<file path="src/rtl/mult_iter_pkg.sv">
// Shared types and elaboration helpers for the parametrised iterative multiplier.
package mult_iter_pkg;

    typedef enum logic [1:0] {IDLE, CALC, FIX} state_e;

    // Partial products needed to cover a WIDTH x WIDTH product.
    function automatic int unsigned num_pp(int unsigned width, int unsigned a_chunk,
                                           int unsigned b_chunk);
        return (width / a_chunk) * (width / b_chunk);
    endfunction

    // Counter width for stepping over width/chunk chunks; never narrower than one bit.
    function automatic int unsigned cnt_w(int unsigned width, int unsigned chunk);
        int unsigned n;
        n = width / chunk;
        return (n > 1) ? $clog2(n) : 1;
    endfunction

endpackage

</file>
<file path="src/rtl/mult_iter_param_if.sv">
// Request/result bundle between the datapath client and the iterative multiplier.
interface mult_iter_param_if #(
    parameter int unsigned WIDTH = 32
);
    logic               start;
    logic               is_signed;
    logic [WIDTH-1:0]   a;
    logic [WIDTH-1:0]   b;
    logic               busy;
    logic               done;
    logic [2*WIDTH-1:0] product;

    modport master (output start, is_signed, a, b, input busy, done, product);
    modport slave  (input start, is_signed, a, b, output busy, done, product);
endinterface

</file>
<file path="src/rtl/mult_iter_ctrl.sv">
// Sequencer for the iterative multiplier: IDLE/CALC/FIX FSM plus the a/b chunk counters.
module mult_iter_ctrl
    import mult_iter_pkg::*;
#(
    parameter int unsigned WIDTH   = 32,
    parameter int unsigned A_CHUNK = 16,
    parameter int unsigned B_CHUNK = 8,
    localparam int unsigned IW     = cnt_w(WIDTH, A_CHUNK),
    localparam int unsigned JW     = cnt_w(WIDTH, B_CHUNK)
) (
    input  logic          clk,
    input  logic          reset,
    input  logic          start,
    output logic [IW-1:0] a_sel,
    output logic [JW-1:0] b_sel,
    output logic          upd_prod,
    output logic          clr_prod,
    output logic          neg_fix,
    output logic          busy,
    output logic          done
);
    localparam int unsigned IN = WIDTH / A_CHUNK;
    localparam int unsigned JN = WIDTH / B_CHUNK;

    state_e        state_q, state_d;
    logic [IW-1:0] i_q, i_d;
    logic [JW-1:0] j_q, j_d;
    logic          done_q, done_d;

    always_comb begin
        state_d  = state_q;
        i_d      = i_q;
        j_d      = j_q;
        done_d   = 1'b0;
        upd_prod = 1'b0;
        clr_prod = 1'b0;
        neg_fix  = 1'b0;
        unique case (state_q)
            IDLE: begin
                if (start) begin
                    clr_prod = 1'b1;
                    i_d      = '0;
                    j_d      = '0;
                    state_d  = CALC;
                end
            end
            CALC: begin
                upd_prod = 1'b1;
                // b-chunk index is the inner loop
                if (j_q == JW'(JN - 1)) begin
                    j_d = '0;
                    if (i_q == IW'(IN - 1)) begin
                        i_d     = '0;
                        state_d = FIX;
                    end else begin
                        i_d = i_q + IW'(1);
                    end
                end else begin
                    j_d = j_q + JW'(1);
                end
            end
            FIX: begin
                neg_fix = 1'b1;
                done_d  = 1'b1;
                state_d = IDLE;
            end
            default: state_d = IDLE;
        endcase
    end

    always_ff @(posedge clk or negedge reset) begin
        if (!reset) begin
            state_q <= IDLE;
            i_q     <= '0;
            j_q     <= '0;
            done_q  <= 1'b0;
        end else begin
            state_q <= state_d;
            i_q     <= i_d;
            j_q     <= j_d;
            done_q  <= done_d;
        end
    end

    assign a_sel = i_q;
    assign b_sel = j_q;
    assign busy  = (state_q != IDLE);
    assign done  = done_q;

endmodule

</file>
<file path="src/rtl/mult_iter_param.sv">
// Parametrised iterative multiplier: magnitude capture, chunked shift-accumulate, sign fix-up.
module mult_iter_param
    import mult_iter_pkg::*;
#(
    parameter int unsigned WIDTH   = 32,
    parameter int unsigned A_CHUNK = 16,
    parameter int unsigned B_CHUNK = 8
) (
    input  logic              clk,
    input  logic              reset,
    mult_iter_param_if.slave  bus
);
    localparam int unsigned PW  = 2 * WIDTH;
    localparam int unsigned PPW = A_CHUNK + B_CHUNK;
    localparam int unsigned IW  = cnt_w(WIDTH, A_CHUNK);
    localparam int unsigned JW  = cnt_w(WIDTH, B_CHUNK);

    if (A_CHUNK == 0 || B_CHUNK == 0 || A_CHUNK > WIDTH || B_CHUNK > WIDTH ||
        (WIDTH % A_CHUNK) != 0 || (WIDTH % B_CHUNK) != 0) begin : g_bad_params
        $error("mult_iter_param: chunk sizes must be non-zero, <= WIDTH and divide WIDTH");
    end

    logic [IW-1:0]      a_sel;
    logic [JW-1:0]      b_sel;
    logic               upd_prod, clr_prod, neg_fix;
    logic [WIDTH-1:0]   a_mag_q, b_mag_q, a_mag, b_mag;
    logic               neg_q;
    logic [PW-1:0]      prod_q, prod_d, pp_shift;
    logic [A_CHUNK-1:0] a_chunk;
    logic [B_CHUNK-1:0] b_chunk;
    logic [PPW-1:0]     pp;
    logic [31:0]        shamt;

    mult_iter_ctrl #(
        .WIDTH   (WIDTH),
        .A_CHUNK (A_CHUNK),
        .B_CHUNK (B_CHUNK)
    ) u_ctrl (
        .clk      (clk),
        .reset    (reset),
        .start    (bus.start),
        .a_sel    (a_sel),
        .b_sel    (b_sel),
        .upd_prod (upd_prod),
        .clr_prod (clr_prod),
        .neg_fix  (neg_fix),
        .busy     (bus.busy),
        .done     (bus.done)
    );

    // The most-negative value negates to itself, which is exactly its unsigned magnitude.
    assign a_mag = (bus.is_signed && bus.a[WIDTH-1]) ? -bus.a : bus.a;
    assign b_mag = (bus.is_signed && bus.b[WIDTH-1]) ? -bus.b : bus.b;

    assign a_chunk  = a_mag_q[32'(a_sel) * A_CHUNK +: A_CHUNK];
    assign b_chunk  = b_mag_q[32'(b_sel) * B_CHUNK +: B_CHUNK];
    assign pp       = PPW'(a_chunk) * PPW'(b_chunk);
    assign shamt    = 32'(a_sel) * A_CHUNK + 32'(b_sel) * B_CHUNK;
    assign pp_shift = PW'(pp) << shamt;

    always_comb begin
        prod_d = prod_q;
        if (clr_prod) begin
            prod_d = '0;
        end else if (upd_prod) begin
            prod_d = prod_q + pp_shift;
        end else if (neg_fix && neg_q) begin
            prod_d = -prod_q;
        end
    end

    always_ff @(posedge clk or negedge reset) begin
        if (!reset) begin
            a_mag_q <= '0;
            b_mag_q <= '0;
            neg_q   <= 1'b0;
            prod_q  <= '0;
        end else begin
            prod_q <= prod_d;
            if (clr_prod) begin
                a_mag_q <= a_mag;
                b_mag_q <= b_mag;
                neg_q   <= bus.is_signed & (bus.a[WIDTH-1] ^ bus.b[WIDTH-1]);
            end
        end
    end

    assign bus.product = prod_q;

endmodule

</file>
<file path="src/flat_wrapper.sv">
// flat-port wrapper written by rule: the top's interface ports become plain ports
module mult_iter_param_flat import mult_iter_pkg::*;
#(
    parameter int unsigned WIDTH   = 32,
    parameter int unsigned A_CHUNK = 16,
    parameter int unsigned B_CHUNK = 8
)
  (clk, reset, bus_start, bus_is_signed, bus_a, bus_b, bus_busy, bus_done, bus_product);
  mult_iter_param_if #(.WIDTH(WIDTH)) bus_i ();
  input  logic clk;
  input  logic reset;
  input wire logic [$bits(bus_i.start)-1:0] bus_start;
  input wire logic [$bits(bus_i.is_signed)-1:0] bus_is_signed;
  input wire logic [$bits(bus_i.a)-1:0] bus_a;
  input wire logic [$bits(bus_i.b)-1:0] bus_b;
  output wire logic [$bits(bus_i.busy)-1:0] bus_busy;
  output wire logic [$bits(bus_i.done)-1:0] bus_done;
  output wire logic [$bits(bus_i.product)-1:0] bus_product;
  assign bus_i.start = bus_start;
  assign bus_i.is_signed = bus_is_signed;
  assign bus_i.a = bus_a;
  assign bus_i.b = bus_b;
  assign bus_busy = bus_i.busy;
  assign bus_done = bus_i.done;
  assign bus_product = bus_i.product;
  mult_iter_param #(.WIDTH(WIDTH), .A_CHUNK(A_CHUNK), .B_CHUNK(B_CHUNK)) u_core (.clk(clk), .reset(reset), .bus(bus_i));
endmodule
</file>
<file path="config.mk">
export PLATFORM = sky130hd
export DESIGN_NAME = mult_iter_param_flat
export DESIGN_NICKNAME = d
export VERILOG_FILES = /design/src/rtl/mult_iter_pkg.sv /design/src/rtl/mult_iter_param_if.sv /design/src/rtl/mult_iter_ctrl.sv /design/src/rtl/mult_iter_param.sv /design/src/flat_wrapper.sv
export SDC_FILE = /design/constraint.sdc
export NUM_CORES = 1
export LEC_CHECK = 0
export ABC_CLOCK_PERIOD_IN_PS = 9530
export BUFFER_PORTS_ARGS = -buffer_cell sky130_fd_sc_hd__buf_2
export CORE_MARGIN = 1.5
export CORE_UTILIZATION = 25
export DETAILED_ROUTE_END_ITERATION = 10
export RECOVER_POWER = 50
export SLEW_MARGIN = 25
export SYNTH_ARGS = -nofsm -noshare
export SYNTH_HDL_FRONTEND = slang
export SYNTH_SLANG_ARGS = --single-unit
</file>
<file path="constraint.sdc">
create_clock -name clk -period 9.53 [get_ports clk]
set_input_delay 0.953 -clock clk [delete_from_list [all_inputs] [get_ports clk]]
set_output_delay 0.953 -clock clk [all_outputs]
set_load 0.01 [all_outputs]
</file>
Yosys cells after proc, flatten, opt, wreduce, memory -nomap -nowiden
Cells that the tools add are included.
W data, S select, Z words.
{ "word_totals": {"input_bits": 68, "wordCells": 57, "reg_bits": 135, "out_inout_bits": 66} }
{ "op_classes": {"mux": 20, "n_eq_ne": 6, "reduce_logical": 10, "bitwise": 2, "n_mul": 1, "n_addsub": 7, "n_shift": 3} }
{ "op_table": {"columns": ["operator", "count"], "rows": [
  ["$mux W64", 3],
  ["$add A64 B64 Y64", 1],
  ["$mux W32", 2],
  ["$neg A32 Y32", 2],
  ["$neg A64 Y64", 1],
  ["$shl A24 B32 Y64", 1],
  ["$shiftx A32 B6 Y16", 1],
  ["$shiftx A32 B6 Y8", 1],
  ["$mul A16 B8 Y24", 1],
  ["$mux W2", 5],
  ["$pmux W2 S2", 2],
  ["$mux W1", 7],
  ["$add A5 B5 Y6", 1],
  ["$ne A2 B2 Y1 const B", 3],
  ["$reduce_and A3 Y1", 2],
  ["$eq A2 B2 Y1 const B", 2],
  ["$reduce_bool A2 Y1", 2],
  ["$logic_and A1 B1 Y1", 3],
  ["$reduce_bool A3 Y1", 1],
  ["$add A2 B1 Y2 const B", 1],
  ["$eq A2 B1 Y1 const B", 1],
  ["$logic_not A2 Y1", 1],
  ["$pmux W1 S2", 1],
  ["$reduce_and A2 Y1", 1],
  ["other kinds (3)", 3]
]} }

Longest topological paths before layout
Gate-level depths: netlist of run 1.
{ "logic_depth": {"ltp_word": 6, "mapped_depth": 39, "depth_no_buf": 36} }

Modules after synthesis
From an unflattened synthesis of run 1, not the netlist that was laid out.
{ "hier_totals": {"hier_cells": 2030, "area_unflattened_um2": 16176.8} }
{ "modules_own_cells": {"columns": ["mod", "area_each_um2", "n_inst", "cells_each", "seq_area_each_um2"], "rows": [
  ["mult_iter_param", 15907.8, 1, 2009, 3228.1],
  ["mult_iter_ctrl", 269.0, 1, 21, 150.1]
]} }

Worst setup path before layout of run 1
Ideal clock, no wire load.
{ "synth_timing": {"path_kind": "reg-to-reg", "startpoint": "reg u_core.u_ctrl.j_q[1], in the netlist u_core.u_ctrl.b_sel[1]", "endpoint": "reg u_core.prod_q[62], in the netlist u_core.bus.product[62]", "synth_period_minus_slack_ns": 9.095, "required_time_ns": 9.395, "t_arrival_ns": 8.960, "slack_ns": 0.435, "n_path_buf": 3, "path_stages_with_launch": 36, "setup_ns": 0.135, "path_cell_list": "dfrtp_1 clkbuf_1 clkbuf_1 mux2_2 o21ai_1 clkbuf_1 nor2_1 fa_1 fa_1 fa_1 inv_1 fa_1 inv_1 ha_1 a21o_1 a21oi_1 a31oi_1 or3_1 a31o_2 a21oi_1 xnor2_1 nor2_1 a211o_1 and3_1 ha_1 a21o_1 a21o_1 a21oi_1 o211ai_1 and3_1 o31ai_1 a21boi_0 nor4b_1 o21ai_0 xnor2_1 o221ai_2"} }
{ "synth_via": {"elab_chain_cells": 6, "word_cells_on_any_way": 7, "cone_classes": "2 x add/sub; 1 x mul; 2 x shift; 2 x mux"} }
{ "synth_lines": {"columns": ["item", "line_no", "text"], "rows": [
  ["start: declaration", "mult_iter_ctrl.sv:27", "logic [JW-1:0] j_q, j_d;"],
  ["start signal: assignment", "mult_iter_ctrl.sv:80", "j_q <= j_d;"],
  ["$shiftx A32 B6 Y8", "mult_iter_param.sv:56", "assign b_chunk = b_mag_q[32'(b_sel) * B_CHUNK +: B_CHUNK];"],
  ["$mul A16 B8 Y24", "mult_iter_param.sv:57", "assign pp = PPW'(a_chunk) * PPW'(b_chunk);"],
  ["$shl A24 B32 Y64 (*)", "mult_iter_param.sv:59", "assign pp_shift = PW'(pp) << shamt;"],
  ["$add A64 B64 Y64 (*)", "mult_iter_param.sv:66", "prod_d = prod_q + pp_shift;"],
  ["$mux W64 (*)", "mult_iter_param.sv:65", "end else if (upd_prod) begin"],
  ["$mux W64 (*)", "mult_iter_param.sv:63", "if (clr_prod) begin"],
  ["end signal: assignment", "mult_iter_param.sv:79", "prod_q <= prod_d;"],
  ["end: declaration", "mult_iter_param.sv:28", "logic [PW-1:0] prod_q, prod_d, pp_shift;"]
]} }
Every way passes the cells marked *; elsewhere a longest branch is shown, timed or not.
A chain may end at the register's enable or synchronous reset.

Worst setup path in the final report of run 1
{ "layout_timing": {"startpoint": "reg u_core.u_ctrl.j_q[1], in the netlist u_core.u_ctrl.b_sel[1]", "endpoint": "reg u_core.prod_q[61], in the netlist u_core.bus.product[61]"} }
The elaborated chain is that of the path after synthesis.

==> out/metrics.csv, run 1 <==
metric,value,unit
most frequent cell after synthesis,nor2_1,
Hold Startpoint,u_core.a_mag_q[11],
Synth cell types,77,
RR Endpoint,u_core.bus.product[61],
ys flop type,dfrtp_1,
Max Freq,109.7,MHz
Worst-Skew Late Latency,0.46,ns
# DRC,0,
Period minus WS final,9.114,ns
syn_nets,2422,
Mapped Area,16490,sq um
core area,64810,sq um
Setup crit start kind,flip-flop,
failing checks,"capacitance limit, slew limit",
root buffer cell,clkbuf_16,
r2r setup slk,0.42,ns
number of H-tree levels,4,
"top cells by area, synth","dfrtp_1 (20%), fa_1 (10%), ha_1 (8.5%)",
xor-xnor portion of the synthesized cell area,0.07331,
YS warnings,0,
remaining antenna violation count,0,
CP max stage cell,fa_1,
nets@finish,2508,
DIE AREA,67500,sq um
Initial DRC Count,1262,
buffers added on ports,133,
relative slew slack,-1.789,
Final Max Slew Viols,345,
CP Buf/Inv Count,6,
grt ovf,0,
syn_area_per_cell,7.644,sq um
global-route wire length before repair,85330,um
initial core utilization,0.2544,
HPWL Detailed,41630,um
Synth area leader,dfrtp_1,
Detailed Route WL,53400,um
CP Capture Type,flip-flop,
Post-Synthesis Cells,2157,
GRT Resource Usage Total,0.1578,
Commonest cells post-synth,"nor2_1 (257), o21ai_0 (226), nand2_1 (218), a21oi_1 (141), inv_1 (139)",
Layout area overhead,13.63,%
Post-synth EDFFs,0,
share of layout cells above drive strength 1,0.1119,
clk_skew,0.01360,ns
routed len/inst,17.18,um
worst hold path class,flip-flop to flip-flop,
"Setup violations, final",0,
clk sinks,135,
I/O pins,134,
actual slew at the worst max-slew pin,4.184,ns
reg2reg start,u_core.u_ctrl.b_sel[1],
vias,15930,
largest family of logic cells by synthesized area,compound AO/OA/AOI/OAI gates,
vias in the first global route,15190,
Final period util,0.9564,
post-synthesis adder-cell area fraction,0.1882,
clock-pin slew on the worst setup and hold paths,0.07,ns
post-synthesis compound-gate area fraction,0.2328,
cts bufs inserted,17,
"delay-heaviest family, CP",compound AO/OA/AOI/OAI gates,
share of the synthesized area in the top cell type,0.2049,
Final Non-Filler Cells,3109,
DRT Pass-1 Iters,5,
# hold bufs at CTS,0,
initial antenna violation count,0,
Die H,259.8,um
Arrival @ worst endpoint,9.43,ns
placed instance count,3077,
Worst Path Required,9.84,ns
CTS tree,done,
largest net degree at the start of global routing,124,
Final Hold Viols,0,
DIE WIDTH,259.8,um
WHS,0.4814,ns
post-synthesis sequential area ratio,0.2049,
max incr delay on CP,0.56,ns
Clock Path Buffers,2,
post-synthesis simple-gate area fraction,0.2206,
status,"finished, violations left",
gpl congestion,0.9737,
MaxCap Viol Count,4,
asr flop ratio synth,1.000,
mux share of post-synthesis cell area,0.02322,
CP Class,flip-flop to flip-flop,
sink of the worst hold path,u_core.a_mag_q[11],
Cell Rows,93,
Finished Core Util,0.2890,
Worst Hold Depth,2,
final setup TNS,0,ns
via-per-instance ratio,5.123,
CP max FO,16,
Synth Register Bits,135,
worst r2r path cells,34,
flip-flops by register name, indices dropped and copies added (netlist names):
| name | cells |
|---|---|
| u_core.a_mag_q | 32 |
| u_core.b_mag_q | 32 |
| u_core.bus.product | 64 |
| u_core.neg_q | 1 |
| u_core.u_ctrl.a_sel | 1 |
| u_core.u_ctrl.b_sel | 2 |
| u_core.u_ctrl.done | 1 |
| u_core.u_ctrl.state_q | 2 |
worst register-to-register path, delay by kind of cell, from the launching register on:
kind                     cells  cell delay, ns
AO/OA/AOI/OAI               15            3.23
XOR/XNOR                     2            0.32
adder cells (fa/ha/maj)      6            2.70
buffers and inverters        6            0.87
flip-flops                   1            0.37
multiplexers                 1            0.36
AND/OR/NAND/NOR              4            1.11
cells in the final DEF, fill, tap and decap left out, types with 25 or more instances in the layout:
cell type / n
nand3_1: 28
inv_1: 139
fa_1: 85
nor3_1: 57
a21o_1: 50
and2_1: 26
xor2_1: 66
ha_1: 111
a21oi_1: 141
buf_4: 39
dfrtp_1: 133
o22ai_1: 25
xnor2_1: 70
nor2_1: 256
or3_1: 34
o21ai_0: 223
mux2i_1: 26
nand2_1: 216
buf_2: 116
a22oi_1: 31
worst max path at each step:
stage | startpoint | end | slack (ns) | depth (start not counted)
CTS | u_core.u_ctrl.b_sel[1] | u_core.bus.product[63] | 0.14 | 33
global placement | u_core.u_ctrl.a_sel | u_core.bus.product[57] | 0.27 | 32
global route | u_core.u_ctrl.b_sel[1] | u_core.bus.product[61] | -0.05 | 35
finish | u_core.u_ctrl.b_sel[1] | u_core.bus.product[61] | 0.42 | 34
floorplan | u_core.u_ctrl.b_sel[1] | u_core.bus.product[62] | 0.43 | 35
detailed placement | u_core.u_ctrl.b_sel[1] | u_core.bus.product[63] | 0.16 | 33
through the flow:
stage          worst slack (ns)  area [sq um]
2_1_floorplan            0.4347         16490
3_3_place_gp             0.2679         18140
3_5_place_dp             0.1631         18140
4_1_cts                  0.1413         18680
5_1_grt                -0.05281         18730
6_report                 0.4158         18730
per-layer routing:
metal,global-route usage,vias to the layer above,part of all wire
li1,-,7777,-
met1,0.2262,7568,0.48
met2,0.2442,524,0.44
met3,0.02485,59,0.060
met4,0.04086,0,0.017
met5,0,-,0
timing repair:
item                                    in CTS  in global routing
resized for setup                            0                 20
buffers inserted                             0                  2
endpoints found under the setup margin       0                 30
cell families (layout without fill, tap and decap cells):
| kind of cell | Yosys count | in the layout |
|---|---|---|
| flip-flops | 135 | 135 |
| XOR/XNOR | 138 | 138 |
| multiplexers | 37 | 37 |
| adder cells (fa/ha/maj) | 197 | 197 |
| AO/OA/AOI/OAI | 634 | 634 |
| other | 0 | 1 |
| AND/OR/NAND/NOR | 768 | 768 |
| buffers and inverters | 248 | 344 |
cell type report:
class	instances	area, sq um
inverter	139	521.8
tap	855	1070
clock inverter	12	107.6
clock buffer	17	425.4
antenna	1	2.502
fill	7061	46080
sequential	135	3381
multi-input combinational	1774	12270
timing repair buffer	176	952.2
Power of run 1 is not shown: default switching activity piles up to over one toggle a cycle in this logic, so the estimate is an artifact.
==> run 2, diff against run 1 <==
--- a/config.mk
+++ b/config.mk
@@ -5,7 +5,7 @@
 export SDC_FILE = /design/constraint.sdc
 export NUM_CORES = 1
 export LEC_CHECK = 0
-export ABC_CLOCK_PERIOD_IN_PS = 9530
+export ABC_CLOCK_PERIOD_IN_PS = 9100
 export BUFFER_PORTS_ARGS = -buffer_cell sky130_fd_sc_hd__buf_2
 export CORE_MARGIN = 1.5
 export CORE_UTILIZATION = 25
==> constraint.sdc (replaced) <==
create_clock -name clk -period 9.1 [get_ports clk]
set_input_delay 0.91 -clock clk [delete_from_list [all_inputs] [get_ports clk]]
set_output_delay 0.91 -clock clk [all_outputs]
set_load 0.01 [all_outputs]
==> out/metrics.csv, run 2 (synthesis gave the netlist of run 1 again) <==
metric,value,unit,change
gpl congestion,0.9818,,+0.83%
Arrival @ worst endpoint,8.96,ns,-0.47 ns
WHS,0.4770,ns,-0.004428 ns
Detailed Route WL,53250,um,-0.28%
root buffer cell,clkbuf_16,,
"Setup violations, final",0,,unchanged
Setup crit start kind,flip-flop,,
max incr delay on CP,0.57,ns,about the same
Clock Path Buffers,2,,unchanged
clock-pin slew on the worst setup and hold paths,0.07,ns,about the same
routed len/inst,17.01,um,-0.98%
Die H,259.8,um,unchanged
remaining antenna violation count,0,,unchanged
buffers added on ports,133,,unchanged
vias in the first global route,15260,,+0.43%
initial core utilization,0.2544,,unchanged
grt ovf,0,,unchanged
met3 usage,0.02290,,-0.001949
Initial DRC Count,1216,,-3.6%
Final Non-Filler Cells,3131,,+0.71%
largest net degree at the start of global routing,125,,+0.81%
MaxCap Viol Count,3,,-1
failing checks,"capacitance limit, slew limit",,
GRT met2 Usage,0.2491,,+0.004876
Most Crowded Layer GR,met2,,
grt met1 use,0.2263,,about the same
Final Hold Viols,0,,unchanged
cts bufs inserted,17,,unchanged
via-per-instance ratio,5.100,,-0.46%
Period minus WS final,8.655,ns,-0.4595 ns
Worst Hold Depth,2,,unchanged
placed instance count,3096,,+0.62%
share of layout cells above drive strength 1,0.1107,,-0.001130
core area,64810,sq um,unchanged
GRT Resource Usage Total,0.1577,,about the same
worst hold path class,flip-flop to flip-flop,,
Finished Core Util,0.2925,,+0.003437
Cell Rows,93,,unchanged
relative slew slack,-1.736,,+0.05385
CP max stage cell,fa_1,,
actual slew at the worst max-slew pin,4.103,ns,-0.08077 ns
number of H-tree levels,4,,unchanged
initial antenna violation count,0,,unchanged
CP max FO,19,,+3
RSZ-0062 raised after global routing,true,,
clk_skew,0.01496,ns,+0.001363 ns
DIE AREA,67500,sq um,unchanged
worst r2r path cells,33,,-2.9%
Final period util,0.9511,,-0.005304
"most common cell after layout, fill and taps aside",nor2_1,,
nets@finish,2528,,+0.80%
CP Capture Type,flip-flop,,
max FFs per register,64,,unchanged
Worst-Skew Late Latency,0.45,ns,about the same
"commonest non-fill, non-tap cells in the layout","nor2_1 (256), o21ai_0 (224), nand2_1 (217), inv_1 (139), a21oi_1 (137)",,
# DRC,0,,unchanged
I/O pins,134,,unchanged
Worst Path Required,9.41,ns,-0.43 ns
DRT Pass-1 Iters,5,,unchanged
ant diodes,0,,-1
setup slack after layout,0.4453,ns,+0.02951 ns
CTS tree,done,,
clk sinks,135,,unchanged
global-route wire length before repair,85200,um,-0.15%
Max Freq,115.5,MHz,+5.3%
dpl ws,-0.002686,ns,-0.1658 ns
Final Max Slew Viols,263,,-24%
CP Class,flip-flop to flip-flop,,
Layout area overhead,14.98,%,
status,"finished, violations left",,
DIE WIDTH,259.8,um,unchanged
HPWL Detailed,41690,um,+0.14%
vias,15970,,+0.24%
[run 2: cell count changes in the layout (fill, tap and decap cells not counted), moves of 3 or more]
cell | before | now
buf_4 | 39 | 58
a21oi_1 | 141 | 137
clkbuf_1 | 21 | 59
ha_2 | 1 | 5
clkinv_4 | 2 | 5
inv_6 | 2 | 5
buf_2 | 116 | 78
clkinv_2 | 4 | 1
a21oi_2 | 0 | 4
ha_1 | 111 | 107
[run 2: worst paths after layout]
kind	from	endpoint	slack (ns)
setup / recovery	u_core.u_ctrl.b_sel[1]	u_core.bus.product[48]	0.45
hold / removal	u_core.a_mag_q[25]	u_core.a_mag_q[25]	0.48
setup reg to reg	u_core.u_ctrl.b_sel[1]	u_core.bus.product[48]	0.45
hold reg to reg	u_core.a_mag_q[25]	u_core.a_mag_q[25]	0.48
max in group asynchronous	reset	u_core.u_ctrl.b_sel[0]	1.96
min in group asynchronous	reset	u_core.bus.product[30]	1.90
[run 2: final cells by class]
class | instances | area (sq um)
inverter | 139 | 521.8
timing repair buffer | 196 | 1082
clock inverter | 13 | 111.4
sequential | 135 | 3381
tap | 855 | 1070
clock buffer | 19 | 432.9
multi-input combinational | 1774 | 12360
fill | 7053 | 45860
[run 2: critical path: cells and delay by family (launching register included)]
| kind | cells | cell delay [ns] |
|---|---|---|
| flops | 1 | 0.37 |
| buf+inv | 5 | 0.61 |
| simple gates | 6 | 1.54 |
| compound gates | 14 | 2.64 |
| mux | 1 | 0.34 |
| fa+ha+maj | 6 | 2.80 |
| xor+xnor | 1 | 0.22 |
[run 2: layer usage]
layer	vias to the layer above	wire, um
li1	7806	-
met1	7631	25950
met2	487	23630
met3	43	2953
met4	0	716
met5	-	0
[run 2: stage by stage]
step / TNS (ns) / instance area, sq um
2_1_floorplan: 0 / 16490
3_3_place_gp: 0 / 18300
3_5_place_dp: -0.002686 / 18300
4_1_cts: 0 / 18850
5_1_grt: -0.01690 / 18960
6_report: 0 / 18960
[run 2: timing repair]
item                       CTS  global route
buffers inserted             0             3
gates resized for setup      1            38
setup endpoints to repair    1            24
hold buffers                 0             0
pin swaps                    0            11
Power of run 2 is left out for the same reason.
==> run 3, diff against run 2 <==
--- a/config.mk
+++ b/config.mk
@@ -10,6 +10,7 @@
 export CORE_MARGIN = 1.5
 export CORE_UTILIZATION = 25
 export DETAILED_ROUTE_END_ITERATION = 10
+export PLACE_DENSITY_LB_ADDON = 0.05
 export RECOVER_POWER = 50
 export SLEW_MARGIN = 25
 export SYNTH_ARGS = -nofsm -noshare
==> out/metrics.csv, run 3 (synthesis gave the netlist of run 1 again) <==
metric,value,unit,change
status,"finished, violations left",,
failing checks,"capacitance limit, slew limit",,
Detailed Route WL,62710,um,+18%
Finished Cell Area,19900,sq um,+5.0%
DIE WIDTH,259.8,um,unchanged
# hold bufs at CTS,0,,unchanged
r2r setup slk,0.50,ns,+0.05 ns
GRT Resource Usage Total,0.1885,,+0.03079
number of H-tree levels,4,,unchanged
final setup TNS,0,ns,unchanged
Arrival @ worst endpoint,8.95,ns,about the same
remaining antenna violation count,0,,unchanged
relative slew slack,-1.891,,-0.1552
cts bufs inserted,17,,unchanged
crit path from,u_core.u_ctrl.b_sel[1],,
reg2reg start,u_core.u_ctrl.b_sel[1],,
Final period util,0.9455,,-0.005524
worst r2r path cells,36,,+9.1%
initial antenna violation count,3,,+3
largest net degree at the start of global routing,97,,-22%
Worst Hold Depth,2,,unchanged
CP Capture Type,flip-flop,,
RR Endpoint,u_core.bus.product[50],,
CTS tree,done,,
# fillers,7005,,-0.68%
end point of the critical path,u_core.bus.product[50],,
Period minus WS final,8.604,ns,-0.05026 ns
dpl ws,-0.4703,ns,-0.4677 ns
HPWL Detailed,50200,um,+20%
core area,64810,sq um,unchanged
CP max stage cell,fa_1,,
Worst-Skew Late Latency,0.49,ns,+0.04 ns
RSZ-0062 raised after global routing,true,,
"most common cell after layout, fill and taps aside",nor2_1,,
Post-DP Area,18970,sq um,+3.7%
"commonest non-fill, non-tap cells in the layout","nor2_1 (254), o21ai_0 (219), nand2_1 (214), buf_4 (151), inv_1 (139)",,
share of layout cells above drive strength 1,0.1754,,+0.06468
CP max FO,13,,-6
grt ovf,0,,unchanged
I/O pins,134,,unchanged
vias,16010,,+0.29%
DRT Pass-1 Iters,8,,+3
# DRC,0,,unchanged
Final Max Slew Viols,70,,-73%
MaxCap Viol Count,1,,-2
max FFs per register,64,,unchanged
nets@finish,2618,,+3.6%
actual slew at the worst max-slew pin,4.336,ns,+0.2329 ns
initial core utilization,0.2544,,unchanged
gpl congestion,0.8741,,-11%
vias in the first global route,16150,,+5.9%
ant diodes,0,,unchanged
Setup crit start kind,flip-flop,,
via-per-instance ratio,4.971,,-2.5%
clock-pin slew on the worst setup and hold paths,0.07,ns,about the same
CP Class,flip-flop to flip-flop,,
buffers added on ports,133,,unchanged
max incr delay on CP,0.55,ns,-0.02 ns
Max Freq,116.2,MHz,+0.58%
Final Hold Viols,0,,unchanged
setup slack after layout,0.4956,ns,+0.05026 ns
root buffer cell,clkbuf_16,,
worst hold path class,flip-flop to flip-flop,,
clk_skew,0.01776,ns,+0.002798 ns
Clock Path Buffers,2,,unchanged
Layout area overhead,20.70,%,
CP dominant cell by count,fa_1,,
routed len/inst,19.47,um,+14%
"Setup violations, final",0,,unchanged
global-route wire length before repair,97590,um,+15%
DIE AREA,67500,sq um,unchanged
Initial DRC Count,1007,,-17%
Worst Path Required,9.45,ns,+0.04 ns
Cell Rows,93,,unchanged
Die H,259.8,um,unchanged
clk sinks,135,,unchanged
==> run 3: changes by cell type in the layout (fill, tap and decap cells not counted), sizes merged <==
cell and delta:
inv +2, clkinv -2, buf +145, clkbuf -56
bufinv +1
==> run 3: layout make-up <==
class / instances / area (sq um) / share of cell area
Clock buffer: 18 / 439.2 / 0.02207
Sequential cell: 135 / 3382 / 0.1700
Inverter: 139 / 521.8 / 0.02622
Multi-Input combinational cell: 1774 / 12490 / 0.6275
Tap cell: 855 / 1070 / 0.05376
Timing Repair Buffer: 286 / 1843 / 0.09262
Clock inverter: 14 / 157.7 / 0.007923
==> run 3: what timing repair did <==
action | 4_1_cts | 5_1_grt
buffers inserted | 1 | 4
setup endpoints to repair | 10 | 25
hold endpoints to repair | 0 | 0
cloned | 0 | 1
resized for setup | 8 | 52
pin swaps | 3 | 20
==> run 3: worst min path at each step <==
stage / start / end / slack [ns]
6_report: u_core.b_mag_q[19] / u_core.b_mag_q[19] / 0.48
5_1_grt: u_core.a_mag_q[30] / u_core.a_mag_q[30] / 0.50
4_1_cts: reset / u_core.bus.product[31] / 0.48
3_5_place_dp: u_core.b_mag_q[19] / u_core.b_mag_q[19] / 0.47
3_3_place_gp: u_core.a_mag_q[21] / u_core.a_mag_q[21] / 0.46
2_1_floorplan: u_core.b_mag_q[16] / u_core.b_mag_q[16] / 0.44
==> run 3: layer usage <==
metal | share of wire | GRT usage | vias up
met4 | 0.027 | 0.06734 | 2
met5 | 0.00011 | 0 | -
met3 | 0.034 | 0.02768 | 77
met1 | 0.46 | 0.2429 | 7659
met2 | 0.48 | 0.3186 | 285
li1 | - | - | 7990
==> run 3: worst max-delay path, delay by kind of cell (launching register included) <==
kind | cells | cell delay (ns)
and+or+nand+nor | 7 | 1.34
muxes | 1 | 0.33
buffers and inverters | 6 | 0.86
AOI/OAI and AO/OA | 14 | 2.45
xor gates and xnor gates | 2 | 0.42
DFF | 1 | 0.42
adders and majority gates | 6 | 2.64
==> run 3: stage by stage <==
step	utilization	hold slack, ns	instances
finish	0.3070	0.4754	3221
global route	0.3070	0.5026	3221
CTS	0.3028	0.4822	3216
detailed placement	0.2927	0.4680	3183
global placement	0.2926	0.4631	3183
floorplan	-	0.4444	2157
Power of run 3 is left out for the same reason.
